File: config.mk
export PLATFORM = sky130hd
export DESIGN_NAME = rr_mux_arbiter
export DESIGN_NICKNAME = d
export VERILOG_FILES = /design/src/rtl/rr_mux_arbiter.sv
export SDC_FILE = /design/constraint.sdc
export NUM_CORES = 1
export LEC_CHECK = 0
export ABC_CLOCK_PERIOD_IN_PS = 2600
export BUFFER_PORTS_ARGS = -buffer_cell sky130_fd_sc_hd__buf_4
export CAP_MARGIN = 10
export CORE_MARGIN = 2
export CORE_UTILIZATION = 43
export DETAILED_ROUTE_END_ITERATION = 8
export PLACE_DENSITY = 0.77
export SLEW_MARGIN = 20
export SYNTH_ARGS = -nofsm -noshare
export SYNTH_HDL_FRONTEND = slang
export SYNTH_SLANG_ARGS = --single-unit
File: constraint.sdc
create_clock -name CLK -period 2.6 [get_ports CLK]
set_input_delay 0.52 -clock CLK [delete_from_list [all_inputs] [get_ports CLK]]
set_output_delay 0.52 -clock CLK [all_outputs]
set_load 0.03 [all_outputs]
File: src/rtl/rr_mux_arbiter.sv
// Registered N:1 data mux with fixed-select or round-robin arbitration and a valid/ready output stage.
// Optional per-channel saturating grant counters are enabled by defining RR_MUX_ARBITER_STATS_EN.
module rr_mux_arbiter #(
  parameter int WIDTH     = 16,
  parameter int SEL_WIDTH = 2,
  localparam int CHANNELS = 1 << SEL_WIDTH
) (
  input  logic                      CLK,
  input  logic                      Reset,
  input  logic [WIDTH*CHANNELS-1:0] In,
  input  logic [CHANNELS-1:0]       Req,
  input  logic                      Mode,
  input  logic [SEL_WIDTH-1:0]      S,
  output logic [CHANNELS-1:0]       Grant,
  output logic [WIDTH-1:0]          Out,
  output logic [SEL_WIDTH-1:0]      OutSel,
  output logic                      OutValid,
`ifdef RR_MUX_ARBITER_STATS_EN
  input  logic [SEL_WIDTH-1:0]      StatSel,
  input  logic                      StatClr,
  output logic [15:0]               StatCount,
`endif
  input  logic                      OutReady
);

  logic [WIDTH-1:0]     out_q, out_d;
  logic [SEL_WIDTH-1:0] out_sel_q, out_sel_d;
  logic                 out_valid_q, out_valid_d;
  logic [SEL_WIDTH-1:0] ptr_q, ptr_d;

  logic [CHANNELS-1:0]  elig_s;
  logic [SEL_WIDTH-1:0] pick_idx_s;
  logic [SEL_WIDTH-1:0] cand_s;
  logic                 found_s;
  logic                 load_s;

  assign load_s = !out_valid_q || OutReady;

  // Eligible set and round-robin search starting one past the last granted channel.
  always_comb begin
    if (Mode) begin
      elig_s = Req;
    end else begin
      elig_s = Req & ({{(CHANNELS-1){1'b0}}, 1'b1} << S);
    end
    found_s    = 1'b0;
    pick_idx_s = {SEL_WIDTH{1'b0}};
    cand_s     = {SEL_WIDTH{1'b0}};
    for (int i = 1; i <= CHANNELS; i++) begin
      cand_s = ptr_q + SEL_WIDTH'(i);
      if (!found_s && elig_s[cand_s]) begin
        found_s    = 1'b1;
        pick_idx_s = cand_s;
      end else begin
        pick_idx_s = pick_idx_s;
      end
    end
  end

  // Grant is suppressed during reset so nothing is accepted while state is clearing.
  always_comb begin
    if (load_s && found_s && !Reset) begin
      Grant = {{(CHANNELS-1){1'b0}}, 1'b1} << pick_idx_s;
    end else begin
      Grant = {CHANNELS{1'b0}};
    end
  end

  // Output stage next state: refill on grant, empty on idle load, hold on stall.
  always_comb begin
    out_d       = out_q;
    out_sel_d   = out_sel_q;
    out_valid_d = out_valid_q;
    ptr_d       = ptr_q;
    if (load_s) begin
      if (found_s) begin
        out_d       = In[pick_idx_s*WIDTH +: WIDTH];
        out_sel_d   = pick_idx_s;
        out_valid_d = 1'b1;
        ptr_d       = pick_idx_s;
      end else begin
        out_valid_d = 1'b0;
      end
    end else begin
      out_valid_d = out_valid_q;
    end
  end

  // Output and pointer registers; pointer resets to the last channel so channel 0 wins first.
  always_ff @(posedge CLK or posedge Reset) begin
    if (Reset) begin
      out_q       <= {WIDTH{1'b0}};
      out_sel_q   <= {SEL_WIDTH{1'b0}};
      out_valid_q <= 1'b0;
      ptr_q       <= SEL_WIDTH'(CHANNELS - 1);
    end else begin
      out_q       <= out_d;
      out_sel_q   <= out_sel_d;
      out_valid_q <= out_valid_d;
      ptr_q       <= ptr_d;
    end
  end

  assign Out      = out_q;
  assign OutSel   = out_sel_q;
  assign OutValid = out_valid_q;

`ifdef RR_MUX_ARBITER_STATS_EN
  logic [15:0] stat_cnt_q [CHANNELS];

  // Saturating per-channel grant counters; clear takes priority over increment.
  always_ff @(posedge CLK or posedge Reset) begin
    if (Reset) begin
      for (int k = 0; k < CHANNELS; k++) begin
        stat_cnt_q[k] <= 16'h0000;
      end
    end else if (StatClr) begin
      for (int k = 0; k < CHANNELS; k++) begin
        stat_cnt_q[k] <= 16'h0000;
      end
    end else begin
      for (int k = 0; k < CHANNELS; k++) begin
        if (Grant[k] && (stat_cnt_q[k] != 16'hFFFF)) begin
          stat_cnt_q[k] <= stat_cnt_q[k] + 16'h0001;
        end
      end
    end
  end

  assign StatCount = stat_cnt_q[StatSel];
`endif

endmodule

==> results.cfg, run 1 <==
[run_status]
status = finished, final reports clean

[sta]
fin_ws_ns = 0.147
maxSlewHeadroom_pct = 45.7
worst_slew_pin_slew_ns = 0.814
hold_violations = 0
setup_viol = 0
drv_slew = 0
fin_crit_ns = 2.45
fin_skew_ns = 0.00997
whs_ns = 0.415
post-route-period-util_pct = 94.4
rsz0062_at_grt = no
fmax_ghz = 0.408

[die]
initial_core_util_pct = 45.8
num_rows = 21
coreArea_mm2 = 0.00342
io_pins = 97
die-area_mm2 = 0.00413
die_h_um = 64.3
die_w_um = 64.3

[synth]
yosysWarningCount = 0
syn-num-nets = 228
async_reset_ff_share_pct = 100
avgSynthCellArea_um2 = 10.1
ys_seq_area_share_pct = 33.8
ys.flop_type = dfrtp_1
synthCells = 154
synth_cell_types = 34
ys_ff_latch = 21
syn_area_mm2 = 0.00156
synth_edf_count = 0

[clock_tree]
cts_buffers = 3
cts_max_level = 1
ctsResizeCount = 0
cts.root.buffer_cell = clkbuf_4
clk_pin_slew_ns = 0.12
clkLatencyLatePin_ns = 0.30
cts_hold_buf = 0
cts_buffer_depth = 2
postCtsSetupRepairBufs = 0
cts_tree = done
cts.sinks = 21

[critical_path]
r2r-end = Out[4]$_DFFE_PP0P_
required_ns = 2.08
critical_path_class = primary input to output port
path_max_fanout = 8
r2r_cells = 7
r2r_slack_ns = 0.61
critPathCaptureType = output port
start_kind = primary input
rr_startpoint = ptr_q[0]$_DFFE_PP1P_
cp_data_arrival_time_ns = 1.93

[placement]
portBuffers = 96
post-place-ws_ns = 0.153
gp_congestion = 0.757
placed_area_mm2 = 0.00234
dp_cells = 292
dp_hpwl_um = 3420

[layout]
antenna_cells = 0
final_layout_size_suffix_gt1_share_pct = 52.8
final_common_cell = buf_4
fin_cells = 296
fin_area_mm2 = 0.00236
final_net_count = 325
final_cell_mix = 104 x buf_4, 32 x mux2i_1, 19 x dfrtp_1
syn_to_final_growth_pct = 51.2

[global_route]
grt-ovfl-total = 0
grtUsageMet3_pct = 4.58
grt_max_degree = 22
gr-usage-met2_pct = 35.2
met1_usage_pct = 28.8
track_usage_pct = 21.4
busiest_layer = met2
grt_pass1_vias = 1545
grt_pass1_wl_um = 6990
antenna_found_initial = 0

[routing]
antenna_left = 0
via_per_inst = 5.17
wirelength_um = 4270
dr.pass1.iters = 4
drt_first_iter_violations = 81
drc = 0
vias = 1529
drt-wirelength-per-cell_um = 14.4

[power_and_ir_drop]
vdd_ir_drop_max_mv = 0.362
power_mw = 1.59
leakage_nw = 1.16
power_density_mw_per_mm2 = 672

[job]
maxCapViolations = 0

[hold_path]
hold_path.class = primary input to asynchronous set/reset pin
## state kept, by name, summed over array words and instances (netlist names)
signal / cells
Out: 16
OutSel: 2
ptr_q: 2
OutValid: 1
## cells in the mapped netlist, types with 3 or more instances
master,n,area share [%]
buf_2,4,1.3
mux2i_1,32,20
buf_4,4,1.9
nand2_1,18,4.3
nor3b_1,3,1.4
nor2b_1,4,1.6
o221ai_2,11,11
dfrtp_1,19,30
buf_6,3,2.2
nor2_1,7,1.7
inv_1,6,1.4
o21ai_0,6,1.9
a21oi_1,4,1.3
nand2b_1,5,2.0
o221ai_1,4,2.2
## critical path, cell delays in order
cell and delay (ns):
buf_4 0.15, mux2i_1 0.12, o21ai_1 0.18, a211oi_2 0.09, nor2b_2 0.27, nand2b_1 0.19, nor3b_2 0.22, buf_4 0.18
## layout make-up
type / instances / area [um2]
inverter: 6 / 22.5
sequential: 21 / 528
clock buffer: 3 / 22.5
tap: 46 / 57.6
timing repair buffer: 104 / 781
fill: 281 / 1050
multi-input combinational: 115 / 947
clock inverter: 1 / 5.00
## logic make-up after synthesis
group / count (synthesis) / share of synthesized area [%]
DFF: 21 / 33.8
buffers and inverters: 18 / 7.77
muxes: 33 / 21.5
AOI/OAI and AO/OA: 40 / 23.8
and+or+nand+nor: 42 / 13.2
## through the flow
step / TNS (ns) / utilization [%]
finish: 0 / 69.2
CTS: 0 / 69.2
global placement: 0 / 68.4
floorplan: -0.00324 / -
detailed placement: 0 / 68.4
global route: 0 / 69.2
## routing by layer
| layer | routed length [um] | vias to the layer above |
|---|---|---|
| met5 | 0 | - |
| met4 | 29 | 0 |
| met3 | 352 | 2 |
| met2 | 2010 | 74 |
| met1 | 1870 | 693 |
| li1 | - | 760 |
## report_power, final
part | internal [mW] | switching (mW) | leakage (nW)
clock | 0.0572 | 0.0987 | 0.0177
sequential | 0.432 | 0.0634 | 0.250
combinational | 0.415 | 0.521 | 0.895
## worst max-delay path by stage
stage	end	startpoint	slack, ns	cells after the start
after floorplan	Grant[0]	S[0]	-0.003	7
after global placement	Grant[2]	S[1]	0.20	8
after detailed placement	Grant[2]	S[1]	0.15	8
after CTS	Grant[2]	S[1]	0.15	8
after global routing	Grant[0]	ptr_q[0]$_DFFE_PP1P_	0.02	6
final	Grant[2]	S[1]	0.15	8
Power figures use the tool's default switching activity.
==> inputs of run 2 (changes only) <==
--- a/config.mk
+++ b/config.mk
@@ -5,11 +5,14 @@
 export SDC_FILE = /design/constraint.sdc
 export NUM_CORES = 1
 export LEC_CHECK = 0
+export ABC_AREA = 1
 export ABC_CLOCK_PERIOD_IN_PS = 2600
 export BUFFER_PORTS_ARGS = -buffer_cell sky130_fd_sc_hd__buf_4
 export CAP_MARGIN = 10
+export CELL_PAD_IN_SITES_DETAIL_PLACEMENT = 1
+export CELL_PAD_IN_SITES_GLOBAL_PLACEMENT = 1
 export CORE_MARGIN = 2
-export CORE_UTILIZATION = 43
+export CORE_UTILIZATION = 29
 export DETAILED_ROUTE_END_ITERATION = 8
 export PLACE_DENSITY = 0.77
 export SLEW_MARGIN = 20
==> run 2 against run 1 <==
The flow now finishes with violations (negative setup slack). Critical path depth increased by 4. Worst hold slack lost 0.029 ns. Flip-flop and latch count stayed put. Critical path type is now register to output port. Largest cell class unchanged. Via count increased by 53%. Sequential power is 27% higher.
==> results.cfg, run 2 <==
[power_and_ir_drop]
seq_power_share_pct = 13.3
power_density_mw_per_mm2 = 1550
power_switching_mw = 2.69
swShare_pct = 56.8
vdd_ir_drop_max_mv = 1.59
p_comb_share_pct = 82.1
intPower_mw = 2.04
leakage_nw = 1.71
clkPwrFrac_pct = 4.6

[sta]
fin_crit_ns = 2.84
hold_violations = 0
rsz0062_at_grt = yes
drv_slew = 0
worst_slew_pin_slew_ns = 0.351
fin_skew_ns = 0.00460
post-route-period-util_pct = 109
setup_viol = 4
maxSlewHeadroom_pct = 76.6
setup_tns_ns = -0.852
fin_ws_ns = -0.240
fmax_ghz = 0.352

[die]
io_pins = 97
die_w_um = 83.8
initial_core_util_pct = 29.6
die_h_um = 83.8
coreArea_mm2 = 0.00624
die-area_mm2 = 0.00702
num_rows = 29

[synth]
ys_seq_area_share_pct = 28.6
yosysTopAreaCellShare_pct = 38.8
syn_area_mm2 = 0.00185
synthCells = 308
async_reset_ff_share_pct = 100
avgSynthCellArea_um2 = 5.99
synth_compound_area_share_pct = 1.63
yosys.area_share.xor_xnor_pct = 0.881
yosysWarningCount = 0
synth_fa_ha_area_share_pct = 0
synth_edf_count = 0
synth_cell_types = 24
synth_area_leader_cell = nand2_1
ys_ff_latch = 21
yosysMostFrequentCell = nand2_1
synthMuxAreaShare_pct = 0
syn-num-nets = 382
yosys.area_share.simple_pct = 60.6
synth_top_family_by_area = simple AND/OR/NAND/NOR gates
yosys-top-cells-area = nand2_1 39%, dfrtp_1 26%, nand3_1 12%
ys.flop_type = dfrtp_1
synth.cells.most_frequent = 191 x nand2_1, 46 x nand3_1, 19 x dfrtp_1

[clock_tree]
clkLatencyLatePin_ns = 0.26
cts.root.buffer_cell = clkbuf_8
cts_buffer_depth = 2
cts_hold_buf = 0
cts_max_level = 1
cts_tree = done
clk_pin_slew_ns = 0.08
cts_buffers = 3
cts.sinks = 21

[hold_path]
hold_path.class = primary input to asynchronous set/reset pin

[global_route]
grt-ovfl-total = 0
grt_max_degree = 34
grt_pass1_wl_um = 11700
antenna_found_initial = 0
track_usage_pct = 20.2
grt_pass1_vias = 2423

[routing]
drt_first_iter_violations = 62
antenna_left = 0
wirelength_um = 6990
drt-wirelength-per-cell_um = 14.2
via_per_inst = 4.73
drc = 0
dr.pass1.iters = 4
vias = 2333

[layout]
antenna_cells = 0
fin_area_mm2 = 0.00304
largest_reg_flops = 16
final_net_count = 491
final_layout_size_suffix_gt1_share_pct = 41.1
syn_to_final_growth_pct = 64.9
n_fill_cell = 830
final_cell_mix = 181 x nand2_1, 110 x buf_4, 34 x nand3_1
final_common_cell = nand2_1

[run_status]
violations = negative setup slack
status = complete, but fails checks

[critical_path]
cp_data_arrival_time_ns = 2.32
path_max_fanout = 4
cp-startpoint = ptr_q[0]$_DFFE_PP1P_
required_ns = 2.08
start_kind = register
critPathCaptureType = output port
critical_path_class = register to output port
rr_startpoint = ptr_q[0]$_DFFE_PP1P_

[placement]
placed_area_mm2 = 0.00273
dp_hpwl_um = 5050
portBuffers = 96
gp_congestion = 0.786

[job]
maxCapViolations = 0
[run 2: cell count changes in the layout (fill, tap and decap cells not counted), sizes merged, moves of 4 or more]
cell / before / now
nor2b: 5 / 0
mux2i: 32 / 0
nand2: 19 / 195
buf: 104 / 119
o21ai: 9 / 3
nand3: 0 / 48
nand2b: 5 / 0
inv: 6 / 10
o221ai: 15 / 0
[run 2: metal layers]
| layer | wire length (um) | vias to the layer above | track usage, % |
|---|---|---|---|
| met5 | 0 | - | 0 |
| met4 | 176 | 0 | 7.48 |
| met3 | 275 | 12 | 2.87 |
| met2 | 3350 | 57 | 33.4 |
| met1 | 3190 | 1088 | 26.8 |
| li1 | - | 1176 | - |
[run 2: worst max-delay path, stage by stage, from the launching register on]
cell     delay, ns
dfstp_2       0.60
buf_12        0.14
xnor2_4       0.15
inv_2         0.11
nand2_2       0.08
nand2_2       0.06
buf_6         0.13
nand4_1       0.13
nand2_2       0.11
nor2_8        0.18
inv_6         0.06
nor3_4        0.16
buf_6         0.15
[run 2: final cells by class]
cell class	count	area [um2]	area share, %
Clock inverter	1	5.00	0.164
Timing Repair Buffer	119	936	30.7
Clock buffer	3	41.3	1.36
Tap cell	77	96.3	3.16
Sequential cell	21	528	17.3
Inverter	11	53.8	1.77
Multi-Input combinational cell	261	1380	45.5
[run 2: power groups by stage]
stage          sequential (mW)  combinational, mW  clock, mW
6_report                 0.630               3.88      0.217
5_1_grt                  0.650               4.32      0.233
4_1_cts                  0.646               3.82      0.223
3_5_place_dp             0.637               3.50          0
3_3_place_gp             0.633               3.43          0
2_1_floorplan            0.864               2.33          0
[run 2: per-stage QoR]
stage / instances / hold WS, ns / setup WS, ns / power, mW / util, %
floorplan: 308 / 0.504 / -0.0623 / 3.20 / -
global placement: 482 / 0.466 / -0.0502 / 4.07 / 43.7
detailed placement: 482 / 0.467 / -0.0574 / 4.14 / 43.7
CTS: 492 / 0.398 / -0.187 / 4.69 / 48.0
global route: 493 / 0.418 / -0.332 / 5.20 / 48.8
finish: 493 / 0.386 / -0.240 / 4.73 / 48.8
[run 2: repair_timing]
action | 4_1_cts | 5_1_grt
gates resized for setup | 42 | 6
pin swaps | 25 | 8
setup buffers | 7 | 2
endpoints found under the setup margin | 4 | 20
endpoints found under the hold margin | 0 | 0
[run 2: cells by family (layout without fill, tap and decap cells)]
family | Yosys count | after routing
buf+inv | 26 | 134
simple gates | 254 | 254
flops | 21 | 21
xor+xnor | 1 | 1
compound gates | 6 | 6
[run 2: path summary, 6_finish.rpt]
check                                       endpoint  slack (ns)  depth (start not counted)
worst max-delay path                        Grant[1]       -0.24                         12
worst min-delay path              Out[1]$_DFFE_PP0P_        0.39                          3
worst max register to register    Out[0]$_DFFE_PP0P_        0.09                         18
worst min register to register    Out[0]$_DFFE_PP0P_        0.49                          2
max in group asynchronous       ptr_q[1]$_DFFE_PP1P_        1.94                          3
min in group CLK                  Out[0]$_DFFE_PP0P_        0.49                          2
==> inputs of run 3 (changes only) <==
--- a/config.mk
+++ b/config.mk
@@ -5,16 +5,16 @@
 export SDC_FILE = /design/constraint.sdc
 export NUM_CORES = 1
 export LEC_CHECK = 0
-export ABC_AREA = 1
-export ABC_CLOCK_PERIOD_IN_PS = 2600
+export ABC_AREA = 0
+export ABC_CLOCK_PERIOD_IN_PS = 3300
 export BUFFER_PORTS_ARGS = -buffer_cell sky130_fd_sc_hd__buf_4
 export CAP_MARGIN = 10
 export CELL_PAD_IN_SITES_DETAIL_PLACEMENT = 1
 export CELL_PAD_IN_SITES_GLOBAL_PLACEMENT = 1
 export CORE_MARGIN = 2
-export CORE_UTILIZATION = 29
+export CORE_UTILIZATION = 33
 export DETAILED_ROUTE_END_ITERATION = 8
-export PLACE_DENSITY = 0.77
+export PLACE_DENSITY = 0.83
 export SLEW_MARGIN = 20
 export SYNTH_ARGS = -nofsm -noshare
 export SYNTH_HDL_FRONTEND = slang
==> constraint.sdc (replaced) <==
create_clock -name CLK -period 3.3 [get_ports CLK]
set_input_delay 0.66 -clock CLK [delete_from_list [all_inputs] [get_ports CLK]]
set_output_delay 0.66 -clock CLK [all_outputs]
set_load 0.03 [all_outputs]
==> run 3 against run 2 <==
The flow now finishes without violations. Count of clock-buffer cells in the layout rose by 1. Final area shrank 23%. Sequential share of layout area up 5.3 points. Clock power fell by 20%. Global-route usage decreased by 1.6 points. Critical path type is now primary input to output port. Largest power group unchanged.
==> results.cfg, run 3 (synthesis gave the netlist of run 1 again) <==
[run_status]
status = finished, final reports clean

[hold_path]
hold_start = Out[11]$_DFFE_PP0P_
hold_path.class = register to register
hold_end = Out[11]$_DFFE_PP0P_
whs_path_depth = 2

[sta]
fin_crit_ns = 2.74
setup_viol = 0
fin_skew_ns = 0.00138
fmax_ghz = 0.365
rsz0062_at_grt = no
worst_slew_pin_slew_ns = 0.898
setup_tns_ns = 0
fin_ws_ns = 0.557
whs_ns = 0.496
post-route-period-util_pct = 83.1
drv_slew = 0
hold_violations = 0
maxSlewHeadroom_pct = 40.1

[power_and_ir_drop]
power_density_mw_per_mm2 = 550
leakage_nw = 1.14
vdd_ir_drop_max_mv = 0.243
power_mw = 1.28

[clock_tree]
cts_hold_buf = 0
ctsResizeCount = 0
cts_buffers = 3
cts.root.buffer_cell = clkbuf_8
clk_pin_slew_ns = 0.08
cts_tree = done
cts.sinks = 21
cts_max_level = 1
cts_buffer_depth = 2
clkLatencyLatePin_ns = 0.26
postCtsSetupRepairBufs = 0

[layout]
final_util_pct = 50.4
largest_reg_flops = 16
final_common_cell = buf_4
final_cell_mix = 100 x buf_4, 32 x mux2i_1, 19 x dfrtp_1
syn_to_final_growth_pct = 49.4
final_net_count = 321
final_layout_size_suffix_gt1_share_pct = 50.0
antenna_cells = 0

[die]
die_h_um = 72.8
num_rows = 25
die-area_mm2 = 0.00530
coreArea_mm2 = 0.00463
die_w_um = 72.8
io_pins = 97
initial_core_util_pct = 33.8

[routing]
wirelength_um = 4840
drt_first_iter_violations = 67
antenna_left = 0
drt-wirelength-per-cell_um = 16.1
via_per_inst = 5.18
dr.pass1.iters = 4
vias = 1553
drc = 0

[job]
maxCapViolations = 0

[critical_path]
cp_data_arrival_time_ns = 2.08
r2r-end = Out[13]$_DFFE_PP0P_
path_max_fanout = 10
critical_path_class = primary input to output port
start_kind = primary input
rr_startpoint = ptr_q[0]$_DFFE_PP1P_
critPathCaptureType = output port
r2r_cells = 7
r2r_slack_ns = 1.15
required_ns = 2.64

[placement]
portBuffers = 96
gp_congestion = 0.850
dp_hpwl_um = 3730
post-place-ws_ns = 0.553

[global_route]
grt_max_degree = 36
grt_pass1_wl_um = 7540
track_usage_pct = 18.6
antenna_found_initial = 0
grt_pass1_vias = 1579
grt-ovfl-total = 0
==> run 3: changes by cell type in the layout (fill, tap and decap cells not counted), sizes merged, moves of 5 or more <==
cell and delta:
nor2b +5, nand3 -48, buf -19, nand2b +5, nand2 -176, mux2i +32, o21ai +6, o221ai +15
==> run 3: worst max path at each step <==
stage                     startpoint  slack (ns)        to
after floorplan                 S[0]        0.13  Grant[0]
after global placement          S[0]        0.59  Grant[2]
after detailed placement        S[0]        0.55  Grant[2]
after CTS                       S[0]        0.55  Grant[2]
after global routing            S[0]        0.41  Grant[2]
final                           S[0]        0.56  Grant[2]
==> run 3: final cells by class <==
cell class                      instances  area, um2
Timing Repair Buffer                  100        751
Inverter                                6       22.5
Clock buffer                            4       45.0
Sequential cell                        21        528
Tap cell                               54       67.6
Fill cell                             558       2290
Multi-Input combinational cell        115        921
==> run 3: per-layer routing <==
layer | wire [um] | vias to the layer above | share of wire [%] | global-route usage, %
li1 | - | 757 | - | -
met1 | 1940 | 737 | 40 | 21.5
met2 | 2540 | 51 | 53 | 33.1
met3 | 282 | 8 | 5.8 | 4.97
met4 | 69 | 0 | 1.4 | 6.17
met5 | 0 | - | 0 | 0
==> run 3: stage by stage <==
| step | cell area [um2] | instances |
|---|---|---|
| after detailed placement | 2290 | 296 |
| after floorplan | 1560 | 154 |
| final | 2330 | 300 |
| after global placement | 2290 | 296 |
| after CTS | 2330 | 300 |
| after global routing | 2330 | 300 |
==> run 3: critical path: stages <==
cell and delay (ns):
buf_4 0.15, o21a_1 0.20, o21ai_0 0.18, o221ai_2 0.24, nand2b_1 0.25, nor3b_1 0.21
buf_4 0.19
==> run 3: where the power goes <==
part | internal, mW | leakage, nW | switching (mW) | total [mW]
combinational | 0.313 | 0.869 | 0.410 | 0.724
clock | 0.0862 | 0.0228 | 0.0868 | 0.173
sequential | 0.341 | 0.250 | 0.0470 | 0.388
